## src/rtl/alu_sequencer.sv

```systemverilog
// alu_sequencer: four-state sequencer that issues ALU ops and loads an 8-bit accumulator.
// Defining ALU_SEQ_ZERO_FLAG_EN adds a registered zero-flag output zf.
module alu_sequencer #(
   parameter logic [7:0] AC_RESET = 8'h00
) (
   input  logic       clk,
   input  logic       rst,
   input  logic       instr_valid,
   output logic       instr_ready,
   input  logic [3:0] instr_op,
   input  logic [7:0] instr_data,
   output logic       alu_en,
   output logic [3:0] alu_op,
   output logic [7:0] ac,
   input  logic [7:0] alu_result,
`ifdef ALU_SEQ_ZERO_FLAG_EN
   output logic       zf,
`endif
   output logic       done,
   output logic       err,
   output logic       busy
);
   typedef enum logic [1:0] {IDLE, ISSUE, CAPT, FIN} state_t;
   state_t state;
   logic accept, is_alu, is_ldac, ac_load;
   logic [7:0] ac_next;
   assign instr_ready = state == IDLE;
   assign busy = state != IDLE;
   assign accept = instr_valid && instr_ready;
   assign is_alu = instr_op <= 4'h9;
   assign is_ldac = instr_op == 4'hA;
   // ac is written only by an accepted LDAC or when leaving CAPT
   assign ac_load = (accept && is_ldac) || state == CAPT;
   assign ac_next = state == CAPT ? alu_result : instr_data;
   always_ff @(posedge clk or negedge rst)
      if (!rst) begin
         state <= IDLE;
         ac <= AC_RESET;
         alu_en <= 1'b0;
         alu_op <= 4'h0;
         done <= 1'b0;
         err <= 1'b0;
      end else begin
         alu_en <= 1'b0;
         done <= 1'b0;
         err <= 1'b0;
         if (ac_load) ac <= ac_next;
         case (state)
            IDLE:
               if (accept) begin
                  if (is_alu) begin
                     state <= ISSUE;
                     alu_op <= instr_op;
                     alu_en <= 1'b1;
                  end else begin
                     state <= FIN;
                     done <= 1'b1;
                     err <= !is_ldac;
                  end
               end
            ISSUE: state <= CAPT;
            CAPT: begin
               state <= FIN;
               done <= 1'b1;
            end
            default: state <= IDLE;
         endcase
      end
`ifdef ALU_SEQ_ZERO_FLAG_EN
   always_ff @(posedge clk or negedge rst)
      if (!rst) zf <= AC_RESET == 8'h00;
      else if (ac_load) zf <= ac_next == 8'h00;
`endif
endmodule

```

## config.mk

```make
export PLATFORM = sky130hd
export DESIGN_NAME = alu_sequencer
export DESIGN_NICKNAME = d
export VERILOG_FILES = /design/src/rtl/alu_sequencer.sv
export SDC_FILE = /design/constraint.sdc
export NUM_CORES = 1
export LEC_CHECK = 0
export CORE_MARGIN = 10
export CORE_UTILIZATION = 40
export CTS_CLUSTER_SIZE = 10
export DETAILED_ROUTE_END_ITERATION = 10
export PLACE_DENSITY = 0.78
export SLEW_MARGIN = 30
export SYNTH_ARGS = -nofsm -noshare
export SYNTH_HDL_FRONTEND = slang
export SYNTH_SLANG_ARGS = --single-unit
export TNS_END_PERCENT = 30
```

## constraint.sdc

```tcl
create_clock -name clk -period 1.7 [get_ports clk]
set_clock_uncertainty 0.05 [all_clocks]
set_input_delay 0.34 -clock clk [delete_from_list [all_inputs] [get_ports clk]]
set_output_delay 0.34 -clock clk [all_outputs]
set_load 0.05 [all_outputs]
```

Yosys cells after proc, flatten, opt, wreduce, memory -nomap -nowiden --
Cells that the tools add are included.
Storage, ports and cells: output and inout bits 17, register bits 17, word-level logic and storage cells 31, input bits 23
Operators by class: magnitude comparators 1, multiplexer cells 13, reduce and logical (&&, ||, !) cells 7, equal/unequal tests 4
Operators by type and width (number):
- 1-bit 2-to-1 mux | 8
- 8-bit 2-to-1 mux | 1
- 2-bit case mux with 3 select lines | 1
- 4-bit equality test, second input constant | 1
- 4-bit less-or-equal comparator, second input constant | 1
- 2-bit 2-to-1 mux | 2
- 3-bit AND reduction | 1
- 2-bit by 1-bit equality test with 1-bit output, second input constant | 1
- 2-bit equality test, second input constant | 1
- 1-bit logical AND | 2
- 2-bit logical NOT | 1
- 2-bit by 1-bit != test with 1-bit output, second input constant | 1
- 1-bit case mux with 2 select lines | 1
- 2-bit nonzero test | 1
- 1-bit logical NOT | 1
- 1-bit logical OR | 1

Longest topological paths before layout --
Gate-level depths: netlist of the first run.
word-level depth 5, mapped depth 6, gate-level depth less buffers 5

Worst setup path before layout of the first run --
No wires, ideal clock.
path kind flip-flop to output port, start register state[0], end output port busy, slack -0.116 ns, arrival time 1.426 ns, stages on the path, launching flop included 4, path buffers 0, path through dfrtp_1 -> inv_1 -> ha_1 -> inv_1
Between the ends: word-level cells in the longest chain between the ends 1
RTL lines:
- start: declaration | RTL line 24 | state_t state;
- start signal: assignment | RTL line 37 | state <= IDLE;
- start signal: assignment | RTL line 52 | state <= ISSUE;
- start signal: assignment | RTL line 56 | state <= FIN;
- 2-bit nonzero test | RTL line 28 | assign busy = state != IDLE;
- end: declaration | RTL line 21 | output logic busy
Every way passes these cells.

Worst setup path in the final report of the first run --
start register state[1], end output port busy
Same word-level chain as after synthesis.

==> results of run 1 <==
[what timing repair did]
action / CTS / global route
gates resized for setup: 1 / 2
pin swaps: 0 / 1
gates cloned: 0 / 0
setup buffers: 0 / 1
setup endpoints to repair: 1 / 2
endpoints found under the hold margin: 0 / 0
hold buffers: 0 / 0
[placed cells by master, fill, tap and decap left out]
cell / n
sky130_fd_sc_hd__buf_4: 23
sky130_fd_sc_hd__clkdlybuf4s50_1: 22
sky130_fd_sc_hd__dfrtp_1: 17
sky130_fd_sc_hd__a21oi_1: 10
sky130_fd_sc_hd__o21ai_2: 8
sky130_fd_sc_hd__a41oi_1: 8
sky130_fd_sc_hd__nor2b_1: 8
sky130_fd_sc_hd__nor2_1: 5
sky130_fd_sc_hd__mux2_2: 3
sky130_fd_sc_hd__clkbuf_4: 3
sky130_fd_sc_hd__buf_12: 3
sky130_fd_sc_hd__inv_2: 2
sky130_fd_sc_hd__inv_1: 2
sky130_fd_sc_hd__nand3_1: 2
sky130_fd_sc_hd__ha_1: 2
sky130_fd_sc_hd__o21bai_1: 1
sky130_fd_sc_hd__o21ai_0: 1
sky130_fd_sc_hd__or3b_1: 1
sky130_fd_sc_hd__and3_1: 1
sky130_fd_sc_hd__nand2_1: 1
sky130_fd_sc_hd__o22a_1: 1
sky130_fd_sc_hd__nand2b_1: 1
sky130_fd_sc_hd__a2bb2oi_1: 1
sky130_fd_sc_hd__o22ai_1: 1
sky130_fd_sc_hd__ha_4: 1
sky130_fd_sc_hd__clkbuf_1: 1
[power by group through the flow]
stage	registers [mW]	clock network, mW	logic (mW)
after floorplan	1.27	0	0.605
after global placement	0.714	0	1.74
after detailed placement	0.723	0	1.77
after CTS	0.713	0.238	1.80
after global routing	0.738	0.242	1.94
final	0.716	0.230	1.80
[registers in the layout, indices dropped and copies added (netlist names)]
name    flops
state       2
alu_op      4
ac          8
alu_en      1
err         1
done        1
[worst max-delay path, cell delays in order (launching register included)]
cell and delay (ns):
sky130_fd_sc_hd__dfrtp_1 0.43, sky130_fd_sc_hd__inv_2 0.10, sky130_fd_sc_hd__ha_4 0.19, sky130_fd_sc_hd__inv_1 0.08
sky130_fd_sc_hd__buf_12 0.15
[path summary, 6_finish.rpt]
| kind | startpoint | endpoint | slack (ns) | cells after the start |
|---|---|---|---|---|
| max reg2reg | state[1] | ac[4] | 0.18 | 5 |
| max | state[1] | busy | 0.07 | 4 |
| max in group asynchronous | rst | alu_op[2] | 1.10 | 2 |
| min reg2reg | alu_op[1] | alu_op[1] | 0.47 | 1 |
| min in group clk | alu_op[1] | alu_op[1] | 0.47 | 1 |
| min | rst | done | 0.31 | 2 |
[metal layers]
layer  routed length, µm  track usage  vias up
met4                  42      0.05759        0
li1                    -            -      395
met5                   0            0        -
met1                 954       0.1239      387
met2                1326       0.2050       23
met3                 153      0.03679        5
[kinds of logic (layout without fill, tap and decap cells)]
family                     Yosys count  count (layout)  synth area share
AOI/OAI and AO/OA                   31              31            0.2601
muxes                                3               3           0.03879
and+or+nand+nor                     19              19            0.1193
DFF                                 17              17            0.4885
adders and majority gates            3               3           0.04311
buffers and inverters                9              56           0.05027
[layout make-up]
| type | instances | area (µm²) | area share |
|---|---|---|---|
| inverter | 4 | 15.01 | 0.01098 |
| tap | 27 | 33.78 | 0.02470 |
| clock buffer | 4 | 26.28 | 0.01921 |
| timing repair buffer | 48 | 452.9 | 0.3312 |
| sequential | 17 | 425.4 | 0.3111 |
| multi-input combinational | 56 | 414.1 | 0.3028 |
==> impl_summary.txt, run 1 <==
----------------------------------------------------
[Synth]
  Number of cells produced by synthesis ... roughly 80
  Number of enable-type register cells in the synthesized netlist ... 0
  Proportion of netlist area held by the largest area contributor ... 0.4885
  Post-Syn Nets ... 108
  Share of async-settable or async-resettable flops after synthesis ... 1.000
  Share of the yosys chip area belonging to registers ... 0.4885
  Most numerous cell in the Yosys netlist ... sky130_fd_sc_hd__dfrtp_1
  Number of storage elements in the synthesis netlist ... 17
  Most frequently used flop master after synthesis ... sky130_fd_sc_hd__dfrtp_1
  Most numerous cell types in the synthesized netlist ... 17 x sky130_fd_sc_hd__dfrtp_1, 10 x sky130_fd_sc_hd__a21oi_1, 8 x sky130_fd_sc_hd__a41oi_1, 8 x sky130_fd_sc_hd__nor2b_1, 8 x sky130_fd_sc_hd__o21ai_2
  Netlist Area Pre-Place ... just under 900 µm²
  Syn_area_per_cell ... 10.62 µm²
  Cell types with the largest area share after synthesis ... sky130_fd_sc_hd__dfrtp_1 49%, sky130_fd_sc_hd__a41oi_1 8.0%, sky130_fd_sc_hd__o21ai_2 8.0%, sky130_fd_sc_hd__a21oi_1 5.7%, sky130_fd_sc_hd__nor2b_1 5.7%
  Largest area contributor in the synthesized netlist ... sky130_fd_sc_hd__dfrtp_1
  Warnings from Yosys ... 0
  Yosys cell types ... 22

[Outcome]
  Outcome ... complete, no violations

[Place]
  Routability cong. ... 0.7766
  Pre-CTS worst setup slack ... -0.09826 ns
  Number of placed cells counting well taps ... between 150 and 200
  Post-DP HPWL ... 1898 µm
  Area post-placement ... 0.001324 mm²
  Count of port buffers added during placement ... 39

[GRT]
  First-pass GRT wire length ... 4050 µm
  Largest net degree at the start of global routing ... 19
  Number of global-route vias before repair ... between 800 and 900
  Antenna violations before repair ... 0
  Global-route total usage across every layer ... 0.1175
  Final global-route overflow total ... 0

[Floorplan]
  Standard-cell row count ... 16
  Starting density of the core ... 0.4307
  Die area ... 0.004444 mm²
  Floorplan die height ... approximately 67 µm
  Top-Level Pins ... 40
  Area of the placeable core ... 0.002022 mm²
  Width of the die ... between 60 and 70 µm

[Pwr]
  Part of the total power dissipated in combinational logic ... 0.656
  Pwr Density ... around 2000 mW/mm²
  Worst vdd rail ir drop ... around 1200 µV
  Cell-internal power ... 1.388 mW
  Proportion of power drawn by the clock network ... 0.084
  Switching component of the power ... 1.360 mW
  Cell leakage power ... 0.5910 nW
  Total power of the final layout ... 2.748 mW
  Sequential share of power ... 0.261
  Switching portion of total power ... 0.4948

[Setup path]
  Type of destination of the critical path ... primary output
  Type of origin of the critical path ... flip-flop
  Critical path type ... reg2out
  Required time of the worst setup path ... 1.31 ns
  Data arrival time of the worst path ... roughly 1.2 ns
  CP max FO ... 8

[CTS]
  Maximum clock insertion buffer count ... 2
  CTS tree ... built
  Latest clock arrival within the worst-skew pair ... 0.30 ns
  Clock transition at path regs ... 0.10 ns
  # H-tree levels ... 1
  Root Buffer ... sky130_fd_sc_hd__clkbuf_4
  Number of CTS-inserted buffers ... 3
  Clock sink count ... 17

[Cells and area]
  Post-synthesis to final-layout area growth ... 57.04%
  Share of final-layout standard cells stronger than drive strength 1 ... 0.3333
  Filler instances ... 172
  Ant. Diodes ... 0
  Area of all placed cells without fillers ... 0.001368 mm²
  Final cell count without fillers ... 156
  Final core utilization ... 0.6764
  Nets@finish ... approximately 160

[Detailed routing]
  Final antenna-violating net count ... 0
  Detail-routed via count per cell ... 5.192
  Number of iterations in the first detailed-routing pass ... 4
  Number of remaining DRC errors ... 0
  Total vias in the final route ... 810
  Total detailed-routing wirelength ... around 2500 µm
  DRT iter0 DRCs ... 17
  Drt wl/cell ... 15.87 µm

[Timing]
  Relative slew margins ... 0.5957
  Final slew viol count ... 0
  Maximum clock frequency ... 613.0 MHz
  Worst-Margin Slew ... 0.6042 ns
  Total of endpoints with negative setup slack in the final report ... 0
  Final worst path period need ... 1.631 ns
  Hold Slack ... 0.3104 ns
  Setup repair after global routing missed its margin ... false
  Fin Setup TNS ... 0 ns
  Minimum setup slack in the final design ... 0.06881 ns
  Final Cycle Share ... 0.9595
  Final Hold Violating Endpoints ... 0

[Run]
  Max-cap check violation count ... 0

[Min path]
  Hold Crit Class ... in2async

----------------------------------------------------
No activity file was read; power rests on OpenSTA's default activity.
==> run 2, diff against run 1 <==
Settings changed: CORE_ASPECT_RATIO from default to 2, CORE_UTILIZATION 40 to 30, HOLD_SLACK_MARGIN from default to 0.05, PLACE_DENSITY 0.78 to default.
==> run 2 against run 1 <==
Sequential share of layout area down 0.72 points. Final cell count rose by 3.2%. Sequential power about the same. Largest cell class unchanged.
==> impl_summary.txt, run 2 (same netlist as run 1, synthesis figures left out) <==
----------------------------------------------------
[Place]
  Pre-CTS worst setup slack ... -0.06078 ns
  Post-DP HPWL ... 2087 µm
  Count of port buffers added during placement ... 39
  Routability cong. ... between 0.7 and 0.8

[Floorplan]
  Area of the placeable core ... 0.002770 mm²
  Width of the die ... 58.10 µm
  Top-Level Pins ... 40
  Standard-cell row count ... 27
  Starting density of the core ... 0.3144
  Floorplan die height ... between 90 and 100 µm
  Die area ... 0.005588 mm²

[Detailed routing]
  DRT iter0 DRCs ... 9
  Detail-routed via count per cell ... 5.124
  Number of iterations in the first detailed-routing pass ... 4
  Drt wl/cell ... 16.10 µm
  Number of remaining DRC errors ... 0
  Final antenna-violating net count ... 0
  Total vias in the final route ... 825
  Total detailed-routing wirelength ... roughly 2600 µm

[Setup path]
  Cell with the largest stage delay on the worst path ... sky130_fd_sc_hd__dfrtp_1
  CP cell instances ... inv_2, ha_4, buf_4, inv_1, buf_12
  R2R Setup Slk ... 0.25 ns
  Startpoint of the most critical register-to-register path ... state[1]
  Type of origin of the critical path ... flip-flop
  Data arrival time of the worst path ... 1.25 ns
  Dominant delay contributor by cell family on the critical path ... buffers and inverters
  Terminus of the critical flop-to-flop path ... alu_op[1]
  Type of destination of the critical path ... primary output
  CP max stage delay ... 0.39 ns
  Critical path type ... reg2out
  Cell count along the critical path ... 5
  Number of buffers and inverters on the critical path ... 4
  R2r worst-path depth ... 5
  Required time of the worst setup path ... 1.31 ns
  CP max FO ... 6

[Outcome]
  Outcome ... complete, no violations

[Cells and area]
  Ant. Diodes ... 0
  Commonest cells after routing, fill and taps aside ... 27 x sky130_fd_sc_hd__buf_4, 22 x sky130_fd_sc_hd__clkdlybuf4s50_1, 17 x sky130_fd_sc_hd__dfrtp_1
  Final core utilization ... 0.5054
  Nets@finish ... 159
  Biggest register ... ac
  Regs by FF count ... ac x8, alu_op x4, state x2
  Post-synthesis to final-layout area growth ... 60.78%
  Filler instances ... 261
  Share of final-layout standard cells stronger than drive strength 1 ... 0.3561
  Number of flip-flops in the largest register ... 8
  Leading cell type in the layout, fill and taps excluded ... sky130_fd_sc_hd__buf_4

[CTS]
  CTS tree ... built
  Maximum clock insertion buffer count ... 2
  Post-CTS Hold Buffers ... 0
  Clock transition at path regs ... 0.07 ns
  Root Buffer ... sky130_fd_sc_hd__clkbuf_8
  Latest clock arrival within the worst-skew pair ... between 0.2 and 0.3 ns
  Number of CTS-inserted buffers ... 3
  # H-tree levels ... 1
  Clock sink count ... 17

[GRT]
  Number of global-route vias before repair ... roughly 930
  Largest net degree at the start of global routing ... 18
  Final global-route overflow total ... 0
  Global-route total usage across every layer ... 0.09189
  Antenna violations before repair ... 0
  First-pass GRT wire length ... 4195 µm

[Timing]
  Total of endpoints with negative setup slack in the final report ... 0
  Relative slew margins ... 0.6707
  Worst-Margin Slew ... 0.4921 ns
  Hold Slack ... approximately 0.36 ns
  Maximum clock frequency ... 608.8 MHz
  Final worst path period need ... 1.643 ns
  Minimum setup slack in the final design ... 0.05734 ns
  Final Hold Violating Endpoints ... 0
  Final slew viol count ... 0
  Final Cycle Share ... 0.9663

[Run]
  Max-cap check violation count ... 0

[Min path]
  Hold Crit Class ... in2async

[Pwr]
  Pwr Density ... 2025 mW/mm²
  Cell leakage power ... between 0.6 and 0.7 nW
  Worst vdd rail ir drop ... 1157 µV

----------------------------------------------------
[run 2: cell count changes in the layout (fill, tap and decap cells not counted)]
cell,previous run,this run
sky130_fd_sc_hd__clkinv_2,0,1
sky130_fd_sc_hd__clkbuf_8,0,3
sky130_fd_sc_hd__clkbuf_4,3,0
sky130_fd_sc_hd__clkbuf_1,1,0
sky130_fd_sc_hd__buf_4,23,27
sky130_fd_sc_hd__buf_12,3,2
[run 2: worst max-delay path by stage]
stage	end	slack [ns]	start
finish	busy	0.06	state[1]
global route	busy	-0.01	state[0]
CTS	busy	0.02	state[1]
detailed placement	ac[3]	-0.06	instr_op[1]
global placement	ac[6]	-0.05	instr_op[1]
floorplan	ac[0]	0.12	state[0]
[run 2: final cells by class]
class	instances	area, µm²	area share
well taps	29	36.28	0.02592
clock inverters	1	5.005	0.003575
inverters	4	15.01	0.01072
flip-flops and latches	17	425.4	0.3038
multi-input cells	56	414.1	0.2958
repair buffers	51	462.9	0.3307
clock buffers	3	41.29	0.02949
[run 2: repair_timing]
action / in CTS / in global routing
setup buffers: 0 / 1
pin swaps: 0 / 0
resized for setup: 2 / 1
endpoints found under the setup margin: 1 / 1
[run 2: worst register-to-register path: cells and delay by family, from the launching register on]
kind,cells,cell delay (ns)
multiplexers,1,0.36
flip-flops,1,0.39
AND/OR/NAND/NOR,1,0.16
buffers and inverters,2,0.22
adder cells (fa/ha/maj),1,0.17
[run 2: per-stage QoR]
| stage | area, µm² | TNS (ns) | std cells | total power, mW |
|---|---|---|---|---|
| final | 1400 | 0 | 161 | 2.836 |
| after global routing | 1400 | -0.01071 | 161 | 3.000 |
| after CTS | 1393 | 0 | 160 | 2.852 |
| after detailed placement | 1336 | -0.5009 | 156 | 2.512 |
| after global placement | 1336 | -0.4404 | 156 | 2.492 |
| after floorplan | 873.3 | 0 | 82 | 1.872 |
[run 2: where the power goes]
group          switching, mW  total [mW]  internal [mW]  leakage, nW
clock network          0.137       0.299          0.162       0.0255
logic                   1.11        1.82          0.713        0.385
registers              0.121       0.716          0.595        0.200
total                   1.37        2.84           1.47        0.610
[run 2: metal layers]
layer | share of wire | global-route usage
met1 | 0.37 | 0.08896
met2 | 0.54 | 0.1682
met3 | 0.082 | 0.03562
met4 | 0.0089 | 0.03543
met5 | 0 | 0
==> patch, RTL diff (config.mk and constraints of run 2) <==
Re-encode `state_t` (4 states) as one-hot, 4 bits wide.
--- a/src/rtl/alu_sequencer.sv
+++ b/src/rtl/alu_sequencer.sv
@@ -21,5 +21,5 @@
    output logic       busy
 );
-   typedef enum logic [1:0] {IDLE, ISSUE, CAPT, FIN} state_t;
+   typedef enum logic [3:0] {IDLE = 4'b0001, ISSUE = 4'b0010, CAPT = 4'b0100, FIN = 4'b1000} state_t;
    state_t state;
    logic accept, is_alu, is_ldac, ac_load;
Behaviour: same outputs for any inputs over 10 cycles, from zero or initial values and one cycle with rst low; not proved beyond that.
==> patch against run 2 <==
The run now ends with setup timing left. Hold slack improved by 0.0057 ns. Wire length rose by 8.1%. Register-to-register slack got worse by 0.35 ns. Total power rose by 1.8%. Setup slack got worse by 0.15 ns. Sequential cell count rose by 2. Area after synthesis fell by 0.72%. Final area rose by 4.3%. Largest power group unchanged. Highest routed layer unchanged.
==> patch: results (changes against run 2) <==
Compound-Gate Fraction of Synth Area 0.1505 (-0.1096); Multi-input gate area 380.4 um^2 (-8.2%); RR Startpoint state[0]; share of cells above drive strength 1 0.3623 (+0.006258); # fillers 265 (+1.5%); Synth top cells by count dfrtp_1, nand2_1, nand4_1, o211ai_1, a21oi_1; leakage power 0.6466 nW (+5.9%); violated checks setup timing; outcome complete, but fails checks; vias in the first global route 884 (-5.4%); seq pwr 0.000761 W (+6.3%); Place WS -0.2513 ns (-0.1905 ns); mux contribution to synthesized area 0.01302 (-0.02577); Worst VDD drop 1.131 mV (-2.3%); first-pass GRT wire length 4347 um (+3.6%); Synth Instances 83 (+1.2%); Setup WS post-layout -0.09598 ns (-0.1533 ns); biggest regs ac x8, alu_op x4, state x4; largest net degree at the start of global routing 20 (+2); GRT Resource Usage Total 0.1011 (+0.009165); Psw 0.001373 W (+0.53%); dpl cells 158 (+1.3%); Via Count 866 (+5.0%); Post-Synth Adder-Cell Area 0 (-0.04310); sequential share of power 0.263 (+0.011); post-synth cell types 24 (+9.1%); Synthesized Nets 106 (-1.9%); first-iteration detailed-routing DRC count 17 (+8); Setup-failing EPs final 4 (+4)
patch: metal layers:
metal  vias to the layer above  global-route usage
li1                        416                   -
met1                       423              0.1041
met2                        22              0.1763
met3                         5             0.01979
met4                         0             0.07087
met5                         -                   0
patch: area by class of cell:
type | instances | area share
inverter | 3 | 0.01028
multi-input combinational | 56 | 0.2605
clock buffer | 3 | 0.02828
timing repair buffer | 56 | 0.3453
clock inverter | 1 | 0.003428
sequential | 19 | 0.3273
tap | 29 | 0.02485
patch: what timing repair did:
item / in CTS / in global routing
pin swaps: 0 / 1
gates resized for setup: 2 / 5
setup buffers: 3 / 2
endpoints found under the hold margin: 0 / 0
hold buffers: 0 / 0
setup endpoints to repair: 2 / 15
patch: worst max-delay path: stages, from the launching register on:
cell	delay (ns)
dfstp_2	0.38
buf_4	0.13
buf_4	0.13
or4b_1	0.53
and2_4	0.18
a221o_1	0.30
